### src/rtl/multiplier_ppg9.sv
//==============================================================================
// Module      : multiplier_ppg9
// Description : Nine-lane signed 8x8 radix-4 Booth partial-product generator,
//               bits sorted into weight columns, registered outputs.
// Revision    : 1.0 - initial release
//==============================================================================
`default_nettype none

module multiplier_ppg9 (
    input  logic        clk,
    input  logic        reset,
    input  logic [71:0] multiplicand9,
    input  logic [71:0] multiplier9,
    output logic [8:0]  O15,
    output logic [8:0]  O14,
    output logic [17:0] O13,
    output logic [17:0] O12,
    output logic [35:0] O11,
    output logic [35:0] O10,
    output logic [35:0] O9,
    output logic [35:0] O8,
    output logic [35:0] O7,
    output logic [44:0] O6,
    output logic [26:0] O5,
    output logic [35:0] O4,
    output logic [17:0] O3,
    output logic [26:0] O2,
    output logic [8:0]  O1,
    output logic [17:0] O0
);

    // Returns {neg, pp}; pp is already inverted for negative digits so the
    // +1 completing the two's complement travels separately as neg.
    function automatic logic [9:0] booth_pp(input logic [7:0] x, input logic [7:0] y, input int i);
        logic [8:0] y_ext;
        logic [2:0] trip;
        logic [8:0] mag;
        logic       neg;
        y_ext = {y, 1'b0};
        trip  = y_ext[2*i +: 3];
        mag   = '0;
        neg   = 1'b0;
        case (trip)
            3'b001, 3'b010: mag = {x[7], x};
            3'b011:         mag = {x, 1'b0};
            3'b100: begin
                mag = {x, 1'b0};
                neg = 1'b1;
            end
            3'b101, 3'b110: begin
                mag = {x[7], x};
                neg = 1'b1;
            end
            default: mag = '0;
        endcase
        return {neg, neg ? ~mag : mag};
    endfunction

    logic [8:0]  w_pp  [9][4];
    logic [3:0]  w_neg [9];
    logic [3:0]  w_s   [9];

    logic [17:0] w_o0;
    logic [8:0]  w_o1;
    logic [26:0] w_o2;
    logic [17:0] w_o3;
    logic [35:0] w_o4;
    logic [26:0] w_o5;
    logic [44:0] w_o6;
    logic [35:0] w_o7, w_o8, w_o9, w_o10, w_o11;
    logic [17:0] w_o12, w_o13;
    logic [8:0]  w_o14, w_o15;

    always_comb begin
        for (int k = 0; k < 9; k++) begin
            for (int i = 0; i < 4; i++) begin
                {w_neg[k][i], w_pp[k][i]} = booth_pp(multiplicand9[8*k +: 8], multiplier9[8*k +: 8], i);
                w_s[k][i] = w_pp[k][i][8];
            end
        end
    end

    // Term j of column n for lane k lands at bit 9*j+k of On.
    always_comb begin
        w_o0 = '0; w_o1 = '0; w_o2 = '0; w_o3 = '0;
        w_o4 = '0; w_o5 = '0; w_o6 = '0; w_o7 = '0;
        w_o8 = '0; w_o9 = '0; w_o10 = '0; w_o11 = '0;
        w_o12 = '0; w_o13 = '0; w_o14 = '0; w_o15 = '0;
        for (int k = 0; k < 9; k++) begin
            w_o0[k]       = w_pp[k][0][0];
            w_o0[9+k]     = w_neg[k][0];
            w_o1[k]       = w_pp[k][0][1];
            w_o2[k]       = w_pp[k][0][2];
            w_o2[9+k]     = w_pp[k][1][0];
            w_o2[18+k]    = w_neg[k][1];
            w_o3[k]       = w_pp[k][0][3];
            w_o3[9+k]     = w_pp[k][1][1];
            w_o4[k]       = w_pp[k][0][4];
            w_o4[9+k]     = w_pp[k][1][2];
            w_o4[18+k]    = w_pp[k][2][0];
            w_o4[27+k]    = w_neg[k][2];
            w_o5[k]       = w_pp[k][0][5];
            w_o5[9+k]     = w_pp[k][1][3];
            w_o5[18+k]    = w_pp[k][2][1];
            w_o6[k]       = w_pp[k][0][6];
            w_o6[9+k]     = w_pp[k][1][4];
            w_o6[18+k]    = w_pp[k][2][2];
            w_o6[27+k]    = w_pp[k][3][0];
            w_o6[36+k]    = w_neg[k][3];
            w_o7[k]       = w_pp[k][0][7];
            w_o7[9+k]     = w_pp[k][1][5];
            w_o7[18+k]    = w_pp[k][2][3];
            w_o7[27+k]    = w_pp[k][3][1];
            w_o8[k]       = w_pp[k][0][8];
            w_o8[9+k]     = w_pp[k][1][6];
            w_o8[18+k]    = w_pp[k][2][4];
            w_o8[27+k]    = w_pp[k][3][2];
            w_o9[k]       = w_s[k][0];
            w_o9[9+k]     = w_pp[k][1][7];
            w_o9[18+k]    = w_pp[k][2][5];
            w_o9[27+k]    = w_pp[k][3][3];
            w_o10[k]      = w_s[k][0];
            w_o10[9+k]    = w_pp[k][1][8];
            w_o10[18+k]   = w_pp[k][2][6];
            w_o10[27+k]   = w_pp[k][3][4];
            w_o11[k]      = ~w_s[k][0];
            w_o11[9+k]    = ~w_s[k][1];
            w_o11[18+k]   = w_pp[k][2][7];
            w_o11[27+k]   = w_pp[k][3][5];
            w_o12[k]      = w_pp[k][2][8];
            w_o12[9+k]    = w_pp[k][3][6];
            w_o13[k]      = ~w_s[k][2];
            w_o13[9+k]    = w_pp[k][3][7];
            w_o14[k]      = w_pp[k][3][8];
            w_o15[k]      = ~w_s[k][3];
        end
    end

    always_ff @(posedge clk or posedge reset) begin
        if (reset) begin
            O0 <= '0; O1 <= '0; O2 <= '0; O3 <= '0;
            O4 <= '0; O5 <= '0; O6 <= '0; O7 <= '0;
            O8 <= '0; O9 <= '0; O10 <= '0; O11 <= '0;
            O12 <= '0; O13 <= '0; O14 <= '0; O15 <= '0;
        end else begin
            O0 <= w_o0; O1 <= w_o1; O2 <= w_o2; O3 <= w_o3;
            O4 <= w_o4; O5 <= w_o5; O6 <= w_o6; O7 <= w_o7;
            O8 <= w_o8; O9 <= w_o9; O10 <= w_o10; O11 <= w_o11;
            O12 <= w_o12; O13 <= w_o13; O14 <= w_o14; O15 <= w_o15;
        end
    end

endmodule

`default_nettype wire

### config.mk
export PLATFORM = sky130hd
export DESIGN_NAME = multiplier_ppg9
export DESIGN_NICKNAME = d
export VERILOG_FILES = /design/src/rtl/multiplier_ppg9.sv
export SDC_FILE = /design/constraint.sdc
export NUM_CORES = 1
export LEC_CHECK = 0
export ABC_AREA = 1
export CAP_MARGIN = 20
export CORE_ASPECT_RATIO = 0.9
export CORE_MARGIN = 1
export CORE_UTILIZATION = 30
export CTS_CLUSTER_DIAMETER = 40
export DETAILED_ROUTE_END_ITERATION = 10
export PLACE_DENSITY_LB_ADDON = 0.2
export SYNTH_ARGS = -nofsm -noshare
export SYNTH_HDL_FRONTEND = slang
export SYNTH_SLANG_ARGS = --single-unit
### constraint.sdc
create_clock -name clk -period 17.8 [get_ports clk]
set_input_delay 1.78 -clock clk [delete_from_list [all_inputs] [get_ports clk]]
set_output_delay 1.78 -clock clk [all_outputs]
set_load 0.02 [all_outputs]
==> run metrics, run 1 <==
outcome=finished clean; min-delay worst type=in -> async; postcts setup bufs=0; LEAKAGE=0.0151 uW; Clk pwr share=0.438; Synth Area in XOR/XNOR=0.0148; most common cell after layout, fill and taps aside=nand2_1; RSZ-0062 raised after global routing=no; Max rail drop VDD=0.0000737 V; PnR worst setup slack=13.01 ns; total gr overflow=0; Yosys top cell area share=0.465; Vias/cell=4.59; mux share of post-synthesis cell area=0; PortBufs=559; design area=30,000 um2; Cell Pwr Density=112 nW/um2; most frequent cells in the layout=nand2_1 (1,137), clkdlybuf4s50_1 (559), nand3_1 (482); Max Clock Freq=209 MHz; initial drt markers=1,257; area delta synth->final=40.6%; Site Rows=92; Post-synth top flop=dfrtp_1; Worst Setup End Kind=async pin; Placer Congestion=0.834; Clock Root Buffer=clkbuf_16; Sequential Power Share=0.314; Post-CTS Hold Fix Bufs=0; Core Region=70,100 um2; Die Y-Extent=255 um; Synth Warn #=0; Post-synth ARST share=1.00; Synth cell types=21; Wirelength per Cell=16.2 um; post-route antenna net violation count=0; fin crit share=0.269; DRC=0; fin util=0.427; EDFF count, synth=0; CTS clk-pin slew, worst paths=0.04 ns; WHS=1.68 ns; post-synth top area cell=dfrtp_1; synth top area cells=dfrtp_1 (47%), nand2_1 (20%), nand3_1 (11%), ha_1 (6.3%), inv_1 (3.4%); hpwl dp=50,300 um; Nets=3,528; max-cap viol count=0; Sw Pwr=1050 uW; Mapped Area=21,300 um2; Overall Global Routing Usage=0.187; Placement Setup Slack=12.12 ns; area post-placement=27,200 um2; share of cells above drive strength 1=0.0585; Initial Utilization=0.304; FF+latch count, synth=396; Die Wd=283 um; vias in the first global route=17,816; CP arrival=5.39 ns; simple logic cell fraction of the synthesized area=0.347; fin crit period=4.79 ns; Synth Area in Adders=0.0634; transition time of the tightest slew-check pin=0.909 ns; Combinational Power Share=0.248; CTS HTree Levels=3; register area share after synthesis=0.465; die footprint=72,100 um2; final slew viol count=0; Syn Inst Count=2,802; Ports=560; combinational family with the most area after synthesis=simple AND/OR/NAND/NOR gates; Setup crit start kind=primary input; initial antenna violation count=12; # resized after CTS=0; Synth Area in Compound Gates=0.0324; slew margin rel.=0.394; Crit Path Max Fanout=117; First-pass DRT Iterations=5; clock sinks=396; final number of setup-violating endpoints=0; Routed WL=69,600 um; setup TNS=0 ns; Internal=2300 uW; CTS Buf Count=77; Syn Area/Cell=7.60 um2; CTS tree=done; Final Hold Fails=0; largest net degree at the start of global routing=118; critical path type=in -> async; Filler Cells Inserted=6,883; vias=19,655; syn nets=3,056; global-route wire length before repair=105,000 um; Max Root-Sink Buffers=3; data required time at the worst endpoint=18.40 ns; sw frac=0.313
-- sequential cells by signal, indices dropped and copies added (netlist names) --
name  count
O7       36
O12      18
O6       45
O3       18
O0       18
O1        9
O14       9
O9       27
O4       36
O11      36
O5       27
O8       36
O2       27
O10      27
O15       9
O13      18
-- critical path, stage by stage --
cell and delay [ns]:
clkdlybuf4s50_1 0.49, inv_8 0.50, buf_4 0.85, buf_4 0.81
buf_4 0.82
-- logic make-up (layout without fill, tap and decap cells) --
logic type               after synthesis  after routing
AND/OR/NAND/NOR                     1754           1754
flip-flops                           396            396
buffers and inverters                372            906
AO/OA/AOI/OAI                        136            136
adder cells (fa/ha/maj)              108            108
XOR/XNOR                              36             36
other                                  0             10
-- routing by layer --
metal,up-vias,global-route usage,wire length [um]
met3,134,0.0495,4870
li1,9806,-,-
met4,2,0.0787,2210
met2,575,0.295,32600
met1,9138,0.241,29900
met5,-,0,13
-- path summary, 6_finish.rpt --
kind | startpoint | to | slack, ns | depth (start not counted)
setup / recovery | reset | O10[32] | 13.01 | 5
hold / removal | reset | O4[33] | 1.68 | 2
max in group clk | multiplier9[33] | O10[13] | 14.20 | 7
min in group clk | multiplier9[1] | O0[9] | 1.96 | 1
-- through the flow --
stage / total power (uW) / instances
2_1_floorplan: 1520 / 2802
3_3_place_gp: 1900 / 4134
3_5_place_dp: 1900 / 4134
4_1_cts: 3400 / 4275
5_1_grt: 3510 / 4285
6_report: 3350 / 4286
-- cell usage after synthesis (all sizes together) (5+ instances only) --
| master | number |
|---|---|
| nor2 | 81 |
| buf | 83 |
| xor2 | 9 |
| o21ai | 63 |
| nand3 | 490 |
| dfrtp | 396 |
| ha | 108 |
| clkbuf | 88 |
| clkinv | 5 |
| nand2 | 1183 |
| a21oi | 69 |
| inv | 196 |
| xnor2 | 27 |
-- power by group through the flow --
| stage | Clock [uW] | Combinational (uW) | Sequential, uW |
|---|---|---|---|
| 3_3_place_gp | 0 | 833 | 1070 |
| 2_1_floorplan | 0 | 300 | 1220 |
| 4_1_cts | 1510 | 838 | 1050 |
| 3_5_place_dp | 0 | 835 | 1070 |
| 6_report | 1470 | 831 | 1050 |
| 5_1_grt | 1550 | 901 | 1060 |
-- cell type report --
type | count | area [um2] | share of cell area
clock inverter | 43 | 538 | 0.0180
tap | 940 | 1180 | 0.0393
antenna | 10 | 25.0 | 0.000836
multi-input combinational | 2034 | 9760 | 0.326
inverter | 201 | 762 | 0.0254
clock buffer | 98 | 2130 | 0.0710
sequential | 396 | 9910 | 0.331
timing repair buffer | 564 | 5650 | 0.189
Note: power is estimated with default switching activity, not from simulation.
==> inputs of run 2 (changes only) <==
- clock period: 17.8 -> 4.4 ns (I/O delays scaled with it)
==> run metrics, run 2 (synthesis gave the netlist of run 1 again) <==
outcome=finished clean; fin crit period=2.16 ns; Crit Path Max Fanout=13; First-pass DRT Iterations=5; Post-CTS Hold Fix Bufs=0; area delta synth->final=42.3%; max reg flops=45; Clock Root Buffer=clkbuf_16; Die Y-Extent=255 um; Nets=3,538; hpwl dp=51,100 um; RSZ-0062 raised after global routing=no; final slew viol count=0; Routed WL=70,900 um; Initial Utilization=0.304; CTS tree=done; Core Region=70,100 um2; max-cap viol count=0; Site Rows=92; Wirelength per Cell=16.5 um; Worst Setup End Kind=flip-flop; final number of setup-violating endpoints=0; Filler Cells Inserted=6,845; die footprint=72,100 um2; # resized after CTS=0; total gr overflow=0; vias in the first global route=18,437; Max Root-Sink Buffers=3; Vias/cell=4.61; setup TNS=0 ns; Placer Congestion=0.842; Ports=560; post-route antenna net violation count=0; Cell Pwr Density=470 nW/um2; data required time at the worst endpoint=4.88 ns; largest reg by FF count=O6; DRC=0; postcts setup bufs=0; PortBufs=559; LEAKAGE=0.0153 uW; min-delay worst type=in -> async; fin crit share=0.491; initial antenna violation count=8; global-route wire length before repair=109,000 um; Setup crit start kind=primary input; Die Wd=283 um; share of cells above drive strength 1=0.0623; transition time of the tightest slew-check pin=0.678 ns; Max Clock Freq=463 MHz; CTS clk-pin slew, worst paths=0.05 ns; critical path type=in -> reg; vias=19,835; Total Power=14,200 uW; most common cell after layout, fill and taps aside=nand2_1; clock sinks=396; initial drt markers=1,355; CTS HTree Levels=3; dpl cells=4,137; Overall Global Routing Usage=0.192; CTS Buf Count=84; Layout Cells excl Fill=4,301; most frequent cells in the layout=nand2_1 (1,137), clkdlybuf4s50_1 (559), nand3_1 (482); largest net degree at the start of global routing=102; slew margin rel.=0.543; CP arrival=2.64 ns; fin util=0.432; Max rail drop VDD=0.000363 V; Final Hold Fails=0
-- run 2: worst paths after layout --
kind,start,end,slack [ns],cells after the start
min in group clk,multiplier9[49],O0[15],0.60,1
min,reset,O7[10],0.12,2
max,multiplier9[65],O8[17],2.24,7
max in group asynchronous,reset,O7[16],3.18,4
-- run 2: critical path: stages --
cell             delay [ns]
clkdlybuf4s50_1        0.73
clkinv_1               0.39
ha_1                   0.33
nand2_1                0.07
nand3_1                0.36
nand3_1                0.23
nand2_1                0.07
-- run 2: final cells by class --
class	instances	area, um2	share of cell area
diodes	7	17.5	0.000578
inverters	201	758	0.0250
clock buffers	115	2430	0.0803
flip-flops and latches	396	9910	0.327
well taps	940	1180	0.0388
multi-input cells	2034	9760	0.322
repair buffers	567	5720	0.189
clock inverters	41	543	0.0179
-- run 2: through the flow --
step / hold WS [ns] / setup WS [ns] / instance area, um2
floorplan: 0.538 / -1.37 / 21300
global placement: 1.09 / 1.68 / 27300
detailed placement: 1.10 / 1.63 / 27300
CTS: 0.429 / 2.23 / 30300
global route: 0.0889 / 2.06 / 30300
finish: 0.118 / 2.24 / 30300
-- run 2: layer usage --
layer  global-route usage  up-vias  share of wire
met5                    0        -        0.00035
met4               0.0801        4          0.036
met3               0.0579      145          0.076
met2                0.300      625           0.46
met1                0.248     9243           0.43
li1                     -     9818              -
-- run 2: report_power, final --
| part | internal [uW] | total [uW] | switching (uW) | leakage (uW) |
|---|---|---|---|---|
| clock | 4460 | 6610 | 2140 | 0.00143 |
| sequential | 4110 | 4260 | 143 | 0.00474 |
| combinational | 1340 | 3380 | 2030 | 0.00909 |
==> inputs of run 3 (changes only) <==
- clock period: 4.4 -> 2.02 ns (I/O delays scaled with it)
==> run metrics, run 3 (synthesis gave the netlist of run 1 again) <==
outcome=finished clean; largest reg by FF count=O6; critical path type=reg -> out; postcts setup bufs=0; CTS Buf Count=82; Max rail drop VDD=0.000646 V; Crit Path Max Fanout=1; die footprint=72,100 um2; hpwl dp=52,200 um; global routing met3 resource utilization=0.0566; CTS clk-pin slew, worst paths=0.05 ns; Die Y-Extent=255 um; CTS tree=done; Vias/cell=4.55; Routed WL=71,100 um; Worst Setup End Kind=primary output; vias in the first global route=18,734; vias=19,827; most frequent cells in the layout=nand2_1 (1,137), clkdlybuf4s50_1 (559), nand3_1 (482); Initial Utilization=0.304; critical path cell sequence=clkdlybuf4s50_1; CP max stage delay=0.66 ns; LEAKAGE=0.0155 uW; largest net degree at the start of global routing=62; Cell Pwr Density=1020 nW/um2; min-delay worst type=in -> reg; Max Root-Sink Buffers=3; Die Wd=283 um; WP buf/inv=1; CTS HTree Levels=3; GR Util met2=0.303; First-pass DRT Iterations=6; Max Clock Freq=522 MHz; data required time at the worst endpoint=1.82 ns; Filler Cells Inserted=6,855; Core Region=70,100 um2; Wirelength per Cell=16.3 um; fin util=0.439; Overall Global Routing Usage=0.193; Final Hold Fails=0; Total Power=31,300 uW; slew margin rel.=0.631; Layout Cells excl Fill=4,357; DRC=0; Site Rows=92; initial drt markers=1,196; final slew viol count=0; Crit path max-delay family=buffers and inverters; Nets=3,594; Clock Root Buffer=clkbuf_16; PortBufs=559; met1 usage in global routing=0.248; max-cap viol count=0; fin crit share=0.949; fin crit period=1.92 ns; area delta synth->final=44.6%; final number of setup-violating endpoints=0; transition time of the tightest slew-check pin=0.552 ns; design area=30,800 um2; clock sinks=396; global-route wire length before repair=109,000 um; Setup crit start kind=flip-flop; RSZ-0062 raised after global routing=no; most common cell after layout, fill and taps aside=nand2_1; Ports=560; post-route antenna net violation count=0; share of cells above drive strength 1=0.0774; Placer Congestion=0.859; GRT Max-Usage Layer=met2; area post-placement=27,800 um2; initial antenna violation count=9; CP max stage cell=clkdlybuf4s50_1; max reg flops=45; dpl cells=4,195; total gr overflow=0; CP arrival=1.72 ns
==> run 3: final cells by class <==
type,instances,area [um2],share of cell area
sequential,396,9910,0.322
multi-input combinational,2034,9760,0.317
timing repair buffer,625,6180,0.201
clock buffer,107,2300,0.0747
tap,940,1180,0.0382
inverter,201,758,0.0246
clock inverter,46,692,0.0225
antenna,8,20.0,0.000650
==> run 3: worst paths after layout <==
path | startpoint | end | slack, ns | cells after the start
min in group asynchronous | reset | O7[3] | 0.60 | 4
min | multiplier9[17] | O0[2] | 0.24 | 3
max in group asynchronous | reset | O13[12] | 0.77 | 5
max | O4[14] | O4[14] | 0.10 | 1
==> run 3: through the flow <==
step | setup slack [ns] | TNS, ns | hold WS (ns)
after CTS | 0.0571 | 0 | 0.201
final | 0.103 | 0 | 0.244
after floorplan | -3.51 | -1390.68 | 0.300
after global placement | 0.117 | 0 | 0.647
after detailed placement | 0.0820 | 0 | 0.645
after global routing | 0.0568 | 0 | 0.246
==> run 3: where the power goes <==
| group | leakage (uW) | switching (uW) | internal, uW |
|---|---|---|---|
| Combinational | 0.00937 | 4420 | 3020 |
| Clock | 0.00143 | 4680 | 9860 |
| Sequential | 0.00474 | 330 | 8960 |
==> run 3: layer usage <==
| metal | share of wire | vias to the layer above |
|---|---|---|
| met4 | 0.038 | 6 |
| met1 | 0.43 | 9141 |
| met3 | 0.076 | 152 |
| met5 | 0.00051 | - |
| li1 | - | 9930 |
| met2 | 0.46 | 598 |
==> run 3: repair_timing <==
item | CTS | global route
hold buffers | 1 | 0
hold endpoints to repair | 19 | 0
resized for setup | 0 | 0
